$ cat config.mk
export PLATFORM = sky130hd
export DESIGN_NAME = uart_tx_serializer
export DESIGN_NICKNAME = d
export VERILOG_FILES = /design/src/rtl/uart_pkg.sv /design/src/rtl/uart_baud_gen.sv /design/src/rtl/uart_tx_serializer.sv
export SDC_FILE = /design/constraint.sdc
export NUM_CORES = 1
export LEC_CHECK = 0
export CAP_MARGIN = 20
export CORE_ASPECT_RATIO = 1.75
export CORE_MARGIN = 3
export CORE_UTILIZATION = 40
export DETAILED_ROUTE_END_ITERATION = 10
export GPL_TIMING_DRIVEN = 0
export PLACE_DENSITY = 0.69
export RECOVER_POWER = 100
export SYNTH_ARGS = -nofsm -noshare
export SYNTH_HDL_FRONTEND = slang
export SYNTH_SLANG_ARGS = --single-unit
$ cat constraint.sdc
create_clock -name clk -period 3.92 [get_ports clk]
set_clock_uncertainty 0.15 [all_clocks]
set_input_delay 0.392 -clock clk [delete_from_list [all_inputs] [get_ports clk]]
set_output_delay 0.392 -clock clk [all_outputs]
set_load 0.05 [all_outputs]
$ cat src/rtl/uart_pkg.sv
// uart_pkg: definitions shared by the UART transmitter and receiver.
//   uart_state_e     - frame-sequencer states
//   PARITY_MODE_*    - values for the PARITY_ODD parameter
//   clks_per_bit()   - system clocks per line bit for a given clock/baud pair
package uart_pkg;

  typedef enum logic [2:0] {
    IDLE,
    START,
    DATA,
    PARITY,
    STOP
  } uart_state_e;

  localparam bit PARITY_MODE_EVEN = 1'b0;
  localparam bit PARITY_MODE_ODD  = 1'b1;

  // Integer divide: any fractional remainder becomes a small baud error.
  function automatic int clks_per_bit(input int clk_freq, input int baud);
    return clk_freq / baud;
  endfunction

endpackage

$ cat src/rtl/uart_baud_gen.sv
// uart_baud_gen: free-running bit-period counter.
//   clk    - system clock
//   rst    - asynchronous active-high reset
//   clear  - hold the counter at zero (restarts the bit period)
//   tick   - high during the last clock of each CLKS_PER_BIT-long period
module uart_baud_gen #(
  parameter int CLKS_PER_BIT = 434
) (
  input  logic clk,
  input  logic rst,
  input  logic clear,
  output logic tick
);

  localparam int CW = (CLKS_PER_BIT > 1) ? $clog2(CLKS_PER_BIT) : 1;
  localparam logic [CW-1:0] LAST = CW'(CLKS_PER_BIT - 1);

  logic [CW-1:0] count;

  assign tick = (count == LAST);

  // NOTE: sequential state is written only with non-blocking assignments so
  // every register samples pre-edge values, whatever the block ordering.
  always_ff @(posedge clk or posedge rst) begin
    if (rst) begin
      count <= '0;
    end else if (clear || tick) begin
      count <= '0;
    end else begin
      count <= count + 1'b1;
    end
  end

endmodule

$ cat src/rtl/uart_tx_serializer.sv
// uart_tx_serializer: UART transmit framer.
// Accepts a byte over valid/ready and shifts it out LSB-first as
// start / data / optional parity / stop bits at CLK_FREQ/BAUD clocks per bit.
//   clk       - system clock
//   rst       - asynchronous active-high reset
//   tx_data   - byte to send, sampled on handshake
//   tx_valid  - source has a byte
//   tx_ready  - serializer accepts a byte this cycle
//   tx        - serial line, idle high
//   busy      - a frame is on the line
//   tx_done   - one-cycle pulse in the first idle cycle after the last stop bit
module uart_tx_serializer
  import uart_pkg::*;
#(
  parameter int CLK_FREQ   = 50_000_000,
  parameter int BAUD       = 115200,
  parameter int DATA_BITS  = 8,
  parameter int PARITY_EN  = 0,
  parameter int PARITY_ODD = 0,
  parameter int STOP_BITS  = 1
) (
  input  logic                 clk,
  input  logic                 rst,
  input  logic [DATA_BITS-1:0] tx_data,
  input  logic                 tx_valid,
  output logic                 tx_ready,
  output logic                 tx,
  output logic                 busy,
  output logic                 tx_done
);

  localparam int CLKS_PER_BIT = clks_per_bit(CLK_FREQ, BAUD);

  if (CLKS_PER_BIT < 2) begin : g_bad_baud
    $error("uart_tx_serializer: CLK_FREQ/BAUD must be at least 2");
  end
  if (DATA_BITS < 5 || DATA_BITS > 8) begin : g_bad_data_bits
    $error("uart_tx_serializer: DATA_BITS must be 5..8");
  end
  if (STOP_BITS < 1 || STOP_BITS > 2) begin : g_bad_stop_bits
    $error("uart_tx_serializer: STOP_BITS must be 1 or 2");
  end

  localparam logic [2:0] LAST_DATA = 3'(DATA_BITS - 1);
  localparam logic [2:0] LAST_STOP = 3'(STOP_BITS - 1);
  localparam bit         ODD_MODE  = (PARITY_ODD != 0) ? PARITY_MODE_ODD : PARITY_MODE_EVEN;

  uart_state_e          state;
  logic [DATA_BITS-1:0] shift;
  logic [2:0]           bit_idx;
  logic                 parity_bit;
  logic                 tick;

  // Every state entry other than from IDLE happens on a tick, where the
  // counter wraps to zero by itself; holding it cleared in IDLE covers the
  // start bit.
  uart_baud_gen #(
    .CLKS_PER_BIT(CLKS_PER_BIT)
  ) u_baud (
    .clk  (clk),
    .rst  (rst),
    .clear(state == IDLE),
    .tick (tick)
  );

  always_ff @(posedge clk or posedge rst) begin
    if (rst) begin
      state      <= IDLE;
      shift      <= '0;
      bit_idx    <= '0;
      parity_bit <= 1'b0;
      tx         <= 1'b1;
      tx_ready   <= 1'b0;
      busy       <= 1'b0;
      tx_done    <= 1'b0;
    end else begin
      tx_done <= 1'b0;
      case (state)
        IDLE: begin
          tx   <= 1'b1;
          busy <= 1'b0;
          if (tx_valid && tx_ready) begin
            shift      <= tx_data;
            // Parity is taken from the byte as accepted, since the shift
            // register is consumed by the time the parity bit is sent.
            parity_bit <= (^tx_data) ^ ODD_MODE;
            bit_idx    <= '0;
            state      <= START;
            tx         <= 1'b0;
            tx_ready   <= 1'b0;
            busy       <= 1'b1;
          end else begin
            tx_ready <= 1'b1;
          end
        end

        START: begin
          if (tick) begin
            state <= DATA;
            tx    <= shift[0];
          end
        end

        DATA: begin
          if (tick) begin
            if (bit_idx == LAST_DATA) begin
              bit_idx <= '0;
              if (PARITY_EN != 0) begin
                state <= PARITY;
                tx    <= parity_bit;
              end else begin
                state <= STOP;
                tx    <= 1'b1;
              end
            end else begin
              bit_idx <= bit_idx + 3'd1;
              shift   <= shift >> 1;
              // tx is registered, so load the bit that becomes shift[0]
              // after this shift.
              tx      <= shift[1];
            end
          end
        end

        PARITY: begin
          if (tick) begin
            state <= STOP;
            tx    <= 1'b1;
          end
        end

        STOP: begin
          if (tick) begin
            if (bit_idx == LAST_STOP) begin
              bit_idx  <= '0;
              state    <= IDLE;
              tx_done  <= 1'b1;
              tx_ready <= 1'b1;
              busy     <= 1'b0;
            end else begin
              bit_idx <= bit_idx + 3'd1;
            end
          end
        end

        default: begin
          state <= IDLE;
          tx    <= 1'b1;
        end
      endcase
    end
  end

endmodule

# Word level (Yosys, flattened, before mapping)
# Cells that the tools add are included.
word_totals:
  ff_bits: 27
  out_inout_bits: 4
  wordCells: 72
classes:
  n_addsub: 2
  eq_ne: 14
  n_mux: 35
  bitwise_logic: 1
  n_reduce_logical: 12
ops:
  columns: ["op", "count"]
  rows:
  - ["two-way mux 3 bit", 12]
  - ["two-way mux 8 bit", 3]
  - ["case mux 8 bit (2 select lines)", 1]
  - ["case mux 3 bit (5 select lines)", 1]
  - ["two-way mux 1 bit", 13]
  - ["AND reduction 4 bit", 3]
  - ["adder 9 x 1 -> 9 bit (second input constant)", 1]
  - ["equality test 9 bit (second input constant)", 1]
  - ["two-way mux 9 bit", 1]
  - ["case mux 3 bit (3 select lines)", 1]
  - ["!= test 2 x 1 -> 1 bit (second input constant)", 4]
  - ["!= test 2 bit (second input constant)", 4]
  - ["AND reduction 7 bit", 1]
  - ["equality test 3 x 2 -> 1 bit (second input constant)", 2]
  - ["equality test 3 bit (second input constant)", 2]
  - ["logical NOT 3 bit", 2]
  - ["case mux 1 bit (5 select lines)", 1]
  - ["case mux 1 bit (2 select lines)", 2]
  - ["nonzero test 2 bit", 2]
  - ["adder 3 x 1 -> 3 bit (second input constant)", 1]
  - ["equality test 3 x 1 -> 1 bit (second input constant)", 1]
  - ["AND reduction 3 bit", 1]
  - ["nonzero test 3 bit", 1]
  - ["logical AND 1 bit", 1]
  - ["2 further kinds", 2]

# Longest topological paths before layout
# Gate-level depths: netlist of the first run.
logic_depth:
  word_depth: 4
  mapped_depth: 7
  ltp_nobuf: 6

# By module
# A second synthesis of the first run with hierarchy kept.
unflattened:
  hier_cells: 151
  area_unflattened_um2: 1512.7
by_module_without_submodules:
  columns: ["mod", "instances", "cells_each", "area_per_inst_um2"]
  rows:
  - ["uart_tx_serializer", 1, 102, 1023.5]
  - ["uart_baud_gen", 1, 49, 489.2]

# Worst setup path before layout of the first run
# Ideal clock, no wire load.
synth_timing:
  path_kind: "register -> register"
  from: "register u_baud.count[2]"
  to: "register shift[0]"
  arrival_time_ns: 1.999
  required_time_ns: 3.645
  slack_ns: 1.647
  stages_incl_launch_ff: 6
  n_path_buf: 1
  cell_sequence: "dfrtp_1 or2_1 or3_1 buf_6 o41ai_4 mux2_2"
synth_via:
  elab_chain_len: 3
synth_lines:
  columns: ["item", "line_no", "rtl"]
  rows:
  - ["start, declared", "uart_baud_gen.sv:18", "logic [CW-1:0] count;"]
  - ["start signal, assigned", "uart_baud_gen.sv:30", "count <= count + 1'b1;"]
  - ["equality test 9 bit", "uart_baud_gen.sv:20", "assign tick = (count == LAST);"]
  - ["!= test 2 x 1 -> 1 bit (no source line)", null, null]
  - ["AND reduction 4 bit (no source line)", null, null]
  - ["end signal, assigned", "uart_tx_serializer.sv:83", "shift <= tx_data;"]
  - ["end signal, assigned", "uart_tx_serializer.sv:117", "shift <= shift >> 1;"]
  - ["end, declared", "uart_tx_serializer.sv:49", "logic [DATA_BITS-1:0] shift;"]
# Every way passes these cells.
# A chain may end at the register's enable or synchronous reset.

# Final worst setup path of the first run
layout_timing:
  from: "register u_baud.count[1]"
  to: "register shift[2]"
# The elaborated chain is that of the path after synthesis.

==> key figures, run 1 <==
Clocking
  • PostCTS Resize Cnt: 0
  • Clock root cell: clkbuf_8
  • H-tree depth: 1
  • Num CTS Buffers: 3
  • CTS tree: built
  • Clk_lat worst skew: 0.27 ns
  • CTS max path bufs: 2
  • CTS clk-pin slew, worst paths: 0.09 ns
  • Post-CTS Hold Buffers: 0
  • Clock sinks: 27
  • Post-CTS Setup Repair Bufs: 0

STA
  • Slew HR: 0.125
  • Slew Limit Fails: 0
  • TNS Setup: 0 ns
  • Hold Slack: 0.261 ns
  • Worst-Margin Slew: 1.31 ns
  • Endpoints failing hold: 0
  • Fmax: 395 MHz
  • RSZ-0062 raised after global routing: false
  • Setup violations, final: 0
  • Min Tclk post-route: 2.53 ns
  • Crit share post-route: 0.645

Drt
  • Routed WL per cell: 13.2 um
  • Drt via density: ~5.1
  • Wirelength, routed: approximately 2700 um
  • Residual DRC: 0
  • Detailed router's first-iteration violation count: 31
  • Antenna-violating nets left: 0
  • DR vias: 1,045
  • Drt first pass iters: 5

Finish
  • Ant diodes: 0
  • Synth-to-layout area growth: 16.9%
  • Layout cells sized above 1: 0.143
  • Layout net count: 178

Power
  • Max IR drop VDD: 311 uV
  • Leak: 0.685 nW
  • Power per cell area: 529 nW/um2

Logic synthesis
  • YS warnings: 0
  • Syn nets: roughly 160
  • Primary FF master, synth: dfrtp_1
  • Synth Area in XOR/XNOR: 0.0429
  • Post-synthesis async set-or-reset flop share: 1.00
  • Synthesized flop and latch total: 27
  • Top-area cell type share of the netlist area: 0.455
  • Cell with the most instances after synthesis: dfrtp_1
  • Largest family of logic cells by synthesized area: simple AND/OR/NAND/NOR gates
  • Largest area contributor in the netlist: dfrtp_1
  • Mean Syn Cell Area: 10.1 um2
  • Multiplexer area fraction after synthesis: 0.117
  • Post-Syn Instances: 142
  • Register area share after synthesis: 0.473
  • Mapped Area: 1430 um2
  • Netlist cell types: 35
  • Adder-cell area share of the yosys netlist: 0.0437
  • Top post-synthesis cells by area: dfrtp_1 (45%), mux2_2 (11%), nor2_1 (5.8%)
  • Post-Synth Simple-Gate Area: 0.178
  • Synth cell count leaders: dfrtp_1 (26), nor2_1 (22), mux2_2 (14)
  • Compound-Gate Fraction of Synth Area: 0.102
  • Number of flops mapped to enable cells by yosys: 0

GRT
  • Largest net degree at the start of global routing: 28
  • Total congestion overflow: 0
  • First-pass GRT wire length: 4710 um
  • Initial antenna violation count: 0
  • GRT Resource Usage Total: 0.137
  • Vias in the first global route: approximately 1.1k

Floorplan
  • DIE AREA: 4360 um2
  • Core area: about 3400 um2
  • IO Count: 15
  • Row cnt: 28
  • Die X: 51.2 um
  • Die H: ~85 um
  • Starting Density: 0.421

Flow run
  • Max Cap Viol: 0

Critical path
  • Worst Path Arrival: 2.54 ns
  • Critical path cell sequence: inv_1, ha_1, nand4b_1, or3_1, clkbuf_1, o41ai_4, mux2_2
  • Max FO, Critical Path: 8
  • Largest stage delay on the critical path: 0.57 ns
  • Setup CP Type: flop to flop
  • CP startpoint kind: flop
  • Critical path endpoint category: flop
  • CP max stage cell: o41ai_4
  • Critical path data required time: 3.93 ns

Min path
  • HP Class: input port to asynchronous set/reset pin

Place
  • HPWL Detailed: approximately 2100 um
  • Routability Congestion: approximately 0.85
  • PortBufs: 14

Outcome
  • Status: finished, final reports clean
-- area by class of cell --
| type | count | area [um2] |
|---|---|---|
| fill | 334 | 1730 |
| multi-input combinational | 101 | 693 |
| buffer | 6 | 22.5 |
| clock inverter | 1 | 7.51 |
| clock buffer | 3 | 41.3 |
| sequential | 27 | 677 |
| inverter | 8 | 30.0 |
| timing repair buffer | 15 | 144 |
| tap | 45 | 56.3 |
-- metal layers --
layer / up-vias / share of wire / global-route usage
li1: 524 / - / -
met1: 507 / 0.40 / 0.155
met3: 2 / 0.013 / 0.0158
met2: 12 / 0.58 / 0.255
met4: 0 / 0.0070 / 0.0466
met5: - / 0 / 0
-- flip-flops by register name, summed over array words and instances (netlist names) --
register and cells:
bit_idx 3, shift 8, tx_ready 1, tx 1, busy 1, state 3, tx_done 1, u_baud.count 9
-- final timing paths --
path / slack [ns] / start / depth (start not counted) / endpoint
setup / recovery: 1.39 / u_baud.count[1] / 7 / shift[2]
hold / removal: 0.26 / rst / 2 / shift[2]
setup reg to reg: 1.39 / u_baud.count[1] / 7 / shift[2]
hold reg to reg: 0.36 / shift[4] / 1 / shift[4]
max in group asynchronous: 1.93 / rst / 3 / tx_ready
min in group clk: 0.36 / shift[4] / 1 / shift[4]
-- logic make-up (layout without fill, tap and decap cells) --
family | count (synthesis) | count (layout)
xor+xnor | 7 | 7
buf+inv | 14 | 33
compound gates | 21 | 21
mux | 15 | 15
flops | 27 | 27
simple gates | 53 | 53
fa+ha+maj | 5 | 5
-- cell usage in the layout, fill, tap and decap left out, types with 4 or more instances in the layout --
cell,instances
mux2_2,14
dfrtp_1,26
nor3_1,5
nor2_1,22
o21ai_0,6
a21oi_1,7
clkdlybuf4s50_1,9
ha_1,5
inv_1,8
nand3_1,4
clkbuf_1,7
dlygate4sd3_1,5
xnor2_1,5
nand2_1,8
-- critical path: cells and delay by family, from the launching register on --
kind | cells | cell delay, ns
AO/OA/AOI/OAI | 1 | 0.57
multiplexers | 1 | 0.40
buffers and inverters | 2 | 0.27
flip-flops | 1 | 0.42
AND/OR/NAND/NOR | 2 | 0.48
adder cells (fa/ha/maj) | 1 | 0.14
-- metrics by stage --
stage / cells / area, um2 / total power [W] / util / setup slack, ns
2_1_floorplan: 142 / 1430 / 0.000652 / - / 1.65
4_1_cts: 205 / 1680 / 0.000901 / 0.493 / 1.44
6_report: 206 / 1670 / 0.000884 / 0.492 / 1.39
5_1_grt: 206 / 1670 / 0.000947 / 0.492 / 1.19
3_3_place_gp: 201 / 1630 / 0.000726 / 0.479 / 1.48
3_5_place_dp: 201 / 1630 / 0.000739 / 0.479 / 1.47
-- where the power goes --
part / total [W] / switching [W] / leakage, nW / internal, W
Combinational: 0.000283 / 0.000153 / 0.325 / 0.000130
Sequential: 0.000442 / 0.0000691 / 0.338 / 0.000373
Clock: 0.000159 / 0.0000866 / 0.0217 / 0.0000720
Total: 0.000884 / 0.000309 / 0.685 / 0.000575
(Power assumes the default switching activity.)
==> run 2: changes to the inputs <==
PLACE_DENSITY = 0.71   (was 0.69)
clock period = 2.3 ns   (was 3.92 ns; I/O delays follow)
==> key figures, run 2 (synthesized netlist as in run 1, its figures left out) <==
Outcome
  • Status: finished, final reports clean

Critical path
  • Worst setup endpoint: shift[3]
  • CP Launch Point: u_baud.count[2]
  • Setup CP Type: flop to flop
  • CP bufs+invs: 2
  • Max FO, Critical Path: 8
  • Worst Path Arrival: 2.25 ns
  • CP most frequent cell: buf_6
  • Critical path data required time: between 2 and 2.5 ns
  • Reg2reg setup slack: 0.06 ns
  • Critical path endpoint category: flop
  • Top delay family on crit path: simple AND/OR/NAND/NOR gates
  • CP max stage cell: dfrtp_1
  • Critical path cell sequence: or2_1, or3_1, buf_6, o41ai_4, buf_6, mux2_2
  • RR Startpoint: u_baud.count[2]
  • Largest stage delay on the critical path: 0.43 ns
  • CP startpoint kind: flop
  • Worst reg2reg path depth: 6
  • Levels on crit path: 6
  • R2R Path End: shift[3]

GRT
  • Total congestion overflow: 0
  • Initial antenna violation count: 0
  • Vias in the first global route: 1,126
  • Largest net degree at the start of global routing: 28
  • First-pass GRT wire length: about 4700 um
  • GRT Resource Usage Total: 0.142

Place
  • Routability Congestion: 0.891
  • PortBufs: 14
  • Place WS: -0.215 ns
  • HPWL Detailed: 2030 um

Flow run
  • Max Cap Viol: 0

Clocking
  • CTS tree: built
  • CTS max path bufs: 2
  • Clock sinks: 27
  • Clock root cell: clkbuf_8
  • H-tree depth: 1
  • Clk_lat worst skew: 0.27 ns
  • Num CTS Buffers: 3
  • CTS clk-pin slew, worst paths: 0.09 ns

Drt
  • DR vias: 1,098
  • Routed WL per cell: roughly 14 um
  • Detailed router's first-iteration violation count: 31
  • Residual DRC: 0
  • Drt first pass iters: 4
  • Wirelength, routed: between 2000 and 3000 um
  • Antenna-violating nets left: 0
  • Drt via density: between 5 and 6

Power
  • Leak: about 0.74 nW
  • Total power: approximately 0.0016 W
  • Power per cell area: 913 nW/um2
  • Max IR drop VDD: 629 uV

Finish
  • Largest register FFs: 9
  • Fillers: 330
  • Fin util: 0.518
  • Multi-input logic area: 696 um2
  • Layout cells sized above 1: 0.224
  • Largest regs: u_baud.count x9, shift x8
  • Most frequent cells in the layout: dfrtp_1 (24), nor2_1 (21), mux2_2 (14), clkdlybuf4s50_1 (9), buf_4 (9)
  • Ant diodes: 0
  • Layout net count: 187
  • Register area: 679 um2
  • Top reg by flops: u_baud.count
  • Synth-to-layout area growth: 23.1%
  • Most common cell after layout, fill and taps aside: dfrtp_1

STA
  • Endpoints failing hold: 0
  • Hold Slack: 0.120 ns
  • Min Tclk post-route: roughly 2.2 ns
  • Crit share post-route: 0.974
  • Worst-Margin Slew: roughly 1.2 ns
  • RSZ-0062 raised after global routing: false
  • Final worst slack: 0.0606 ns
  • Slew Limit Fails: 0
  • Setup violations, final: 0
  • Slew HR: 0.182
  • Fmax: 447 MHz

Floorplan
  • IO Count: 15
  • Row cnt: 28
  • DIE AREA: between 4000 and 5000 um2
  • Die H: 85.1 um
  • Core area: ~3400 um2
  • Die X: 51.2 um
  • Starting Density: 0.421

Min path
  • HP Class: input port to asynchronous set/reset pin
[run 2: changes by cell type in the layout (fill, tap and decap cells not counted), moves of 2 or more]
cell | previous run | this run
buf_4 | 0 | 9
clkbuf_1 | 7 | 4
buf_6 | 0 | 2
dfrtp_2 | 0 | 2
dfrtp_1 | 26 | 24
[run 2: routing by layer]
| layer | track usage | part of all wire |
|---|---|---|
| met2 | 0.274 | 0.58 |
| met4 | 0.0613 | 0.014 |
| met5 | 0 | 0 |
| met1 | 0.147 | 0.38 |
| met3 | 0.0158 | 0.023 |
[run 2: worst min-delay path by stage]
stage,startpoint,to,slack (ns)
2_1_floorplan,rst,bit_idx[0],0.13
3_3_place_gp,shift[3],shift[3],0.33
3_5_place_dp,shift[5],shift[5],0.34
4_1_cts,shift[5],shift[5],0.36
5_1_grt,rst,shift[1],0.13
6_report,rst,shift[1],0.12
[run 2: worst register-to-register path, cell delays in order, from the launching register on]
cell and delay, ns:
dfrtp_1 0.43, or2_1 0.28, or3_1 0.39, buf_6 0.13
o41ai_4 0.23, buf_6 0.18, mux2_2 0.34
[run 2: metrics by stage]
| step | cells | area (um2) | setup TNS (ns) |
|---|---|---|---|
| 3_5_place_dp | 201 | 1630 | -1.39 |
| 4_1_cts | 206 | 1690 | 0 |
| 2_1_floorplan | 142 | 1430 | 0 |
| 6_report | 215 | 1760 | 0 |
| 3_3_place_gp | 201 | 1630 | -1.05 |
| 5_1_grt | 215 | 1760 | 0 |
[run 2: report_power, final]
part / total (W) / internal (W) / switching (W)
Clock: 0.000270 / 0.000122 / 0.000148
Combinational: 0.000582 / 0.000287 / 0.000295
Sequential: 0.000756 / 0.000637 / 0.000120
[run 2: final cells by class]
class                           instances  share of cell area
Buffer                                  4              0.0128
Clock buffer                            3              0.0235
Clock inverter                          1             0.00284
Inverter                                8              0.0171
Multi-Input combinational cell        101               0.395
Sequential cell                        27               0.386
Tap cell                               45              0.0320
Timing Repair Buffer                   26               0.131
[run 2: what timing repair did]
| item | in CTS | in global routing |
|---|---|---|
| endpoints found under the setup margin | 8 | 7 |
| hold endpoints to repair | 0 | 0 |
| resized for setup | 2 | 2 |
| setup buffers | 2 | 9 |
| hold buffers | 0 | 0 |
| pin swaps | 1 | 0 |
==> run 3: changes to the inputs <==
SYNTH_HIERARCHICAL = 1   (was default)
==> key figures, run 3 <==
Critical path
  • Reg2reg setup slack: 0.11 ns
  • Critical path cell sequence: or3_4, nor3_4, buf_6, nand3b_4, a211o_2, buf_6, nand2_1, o21ai_1
  • Critical path data required time: 2.31 ns
  • Critical path endpoint category: flop
  • Largest stage delay on the critical path: 0.45 ns
  • Setup CP Type: flop to flop
  • Max FO, Critical Path: 10
  • CP startpoint kind: flop
  • CP max stage cell: dfrtp_2
  • CP most frequent cell: buf_6
  • Worst Path Arrival: 2.20 ns

Logic synthesis
  • Netlist cell types: 43
  • Synthesized flop and latch total: 27
  • Primary FF master, synth: dfrtp_1
  • Mean Syn Cell Area: around 10 um2
  • Mapped Area: 1510 um2
  • Top-area cell type share of the netlist area: 0.430
  • Cell with the most instances after synthesis: dfrtp_1
  • YS warnings: 6
  • Synth Area in XOR/XNOR: 0.0174
  • Post-Syn Instances: 151
  • Adder-cell area share of the yosys netlist: 0.0496
  • Post-synthesis async set-or-reset flop share: 1.00
  • Register area share after synthesis: 0.447
  • Compound-Gate Fraction of Synth Area: 0.179
  • Top post-synthesis cells by area: dfrtp_1 (43%), ha_1 (5.0%), mux2i_1 (4.6%)
  • Number of flops mapped to enable cells by yosys: 0
  • Largest area contributor in the netlist: dfrtp_1
  • Synth cell count leaders: dfrtp_1 (26), nand2_1 (17), o21ai_1 (10)
  • Post-Synth Simple-Gate Area: 0.196
  • Largest family of logic cells by synthesized area: simple AND/OR/NAND/NOR gates
  • Multiplexer area fraction after synthesis: 0.0538
  • Syn nets: 168

Power
  • Switching share of power: 0.419
  • P_int: 0.00116 W
  • Leak: 0.797 nW
  • Comb power frac: 0.465
  • Clk network pwr share: 0.132
  • Max IR drop VDD: 636 uV
  • Sw power: between 0.0008 and 0.0009 W
  • Power per cell area: 1110 nW/um2
  • Reg power frac: 0.403

GRT
  • Total congestion overflow: 0
  • GRT Resource Usage Total: 0.150
  • Met3 usage: 0.0172
  • Vias in the first global route: 1,219
  • Initial antenna violation count: 0
  • Largest net degree at the start of global routing: 19
  • Met1 Use GR: 0.142
  • Routing usage on met2: 0.299
  • First-pass GRT wire length: 5240 um
  • GRT busiest layer: met2

Clocking
  • CTS tree: built
  • Post-CTS Hold Buffers: 0
  • Clk_lat worst skew: about 0.27 ns
  • Num CTS Buffers: 3
  • CTS clk-pin slew, worst paths: 0.09 ns
  • H-tree depth: 1
  • Clock sinks: 27
  • CTS max path bufs: 2
  • Clock root cell: clkbuf_8

Drt
  • Antenna-violating nets left: 0
  • Drt first pass iters: 5
  • DR vias: about 1.2k
  • Detailed router's first-iteration violation count: 15
  • Residual DRC: 0
  • Wirelength, routed: approximately 3200 um
  • Drt via density: 5.52
  • Routed WL per cell: 14.5 um

Outcome
  • Status: finished, final reports clean

STA
  • Slew HR: 0.523
  • Slew Limit Fails: 0
  • Endpoints failing hold: 0
  • Min Tclk post-route: 2.19 ns
  • RSZ-0062 raised after global routing: false
  • Setup violations, final: 0
  • TNS Setup: 0 ns
  • Worst-Margin Slew: 0.714 ns
  • Crit share post-route: 0.953
  • Fmax: 456 MHz

Finish
  • Top reg by flops: u_baud/count
  • Most frequent cells in the layout: dfrtp_1 (24), nand2_1 (16), o21ai_1 (9), inv_1 (9), clkdlybuf4s50_1 (9)
  • Synth-to-layout area growth: 18.5%
  • Ant diodes: 0
  • Layout cells sized above 1: 0.167
  • Fin util: 0.494
  • Most common cell after layout, fill and taps aside: dfrtp_1
  • Largest regs: u_baud/count x9, shift x8
  • Layout net count: between 150 and 200
  • Largest register FFs: 9

Floorplan
  • Row cnt: 29
  • Starting Density: 0.417
  • Core area: 3630 um2
  • Die X: 52.5 um
  • Die H: between 80 and 90 um
  • IO Count: 15
  • DIE AREA: 4580 um2

Place
  • Routability Congestion: 0.779
  • HPWL Detailed: approximately 2500 um
  • PortBufs: 14

Min path
  • HP Class: input port to asynchronous set/reset pin

Flow run
  • Max Cap Viol: 0
run 3: changes by cell type after synthesis, sizes merged, moves of 5 or more:
cell and change:
nor2 -14, clkbuf -5, buf +5, mux2i +6
nand2 +9, mux2 -13, o21ai +11
run 3: worst paths after layout:
kind,to,depth (start not counted),startpoint
worst max register to register,shift[5],8,u_baud/count[6]
max in group asynchronous,bit_idx[2],2,rst
worst max-delay path,shift[5],8,u_baud/count[6]
min in group clk,shift[7],2,shift[7]
worst min register to register,shift[7],2,shift[7]
worst min-delay path,u_baud/count[5],2,rst
run 3: cell type report:
type / instances / area [um2]
Fill cell: 355 / 1840
Multi-Input combinational cell: 107 / 752
Sequential cell: 27 / 679
Timing Repair Buffer: 19 / 175
Tap cell: 46 / 57.6
Clock buffer: 3 / 41.3
Buffer: 6 / 41.3
Inverter: 11 / 41.3
Clock inverter: 1 / 5.00
run 3: metal layers:
metal | wire (um) | vias up
met2 | 1820 | 28
met1 | 1210 | 596
met4 | 72 | 0
li1 | - | 583
met5 | 0 | -
met3 | 85 | 8
run 3: through the flow:
step / setup WS [ns] / cells / hold slack, ns / power [W] / cell area, um2
6_report: 0.107 / 220 / 0.242 / 0.00200 / 1790
5_1_grt: 0.0118 / 220 / 0.290 / 0.00214 / 1790
4_1_cts: 0.0140 / 216 / 0.120 / 0.00200 / 1770
3_5_place_dp: -0.119 / 211 / 0.330 / 0.00172 / 1710
3_3_place_gp: -0.0302 / 211 / 0.318 / 0.00166 / 1710
2_1_floorplan: 0.121 / 151 / -0.0921 / 0.00149 / 1510
run 3: repair_timing:
item / in CTS / in global routing
buffers inserted: 1 / 4
pin swaps: 0 / 3
setup endpoints to repair: 11 / 9
resized for setup: 2 / 4
run 3: kinds of logic after synthesis:
| family | Yosys count |
|---|---|
| and+or+nand+nor | 53 |
| AOI/OAI and AO/OA | 37 |
| DFF | 27 |
| buffers and inverters | 17 |
| muxes | 8 |
| adders and majority gates | 6 |
| xor gates and xnor gates | 3 |
run 3: power by group through the flow:
stage	registers, W	logic (W)	clock network [W]
floorplan	0.000870	0.000621	0
global placement	0.000813	0.000850	0
detailed placement	0.000829	0.000896	0
CTS	0.000821	0.000907	0.000276
global route	0.000825	0.00102	0.000288
finish	0.000805	0.000929	0.000264
run 3: critical path, delay by kind of cell, from the launching register on:
family	cells	cell delay, ns
flops	1	0.45
compound gates	2	0.41
simple gates	4	0.79
buf+inv	2	0.29
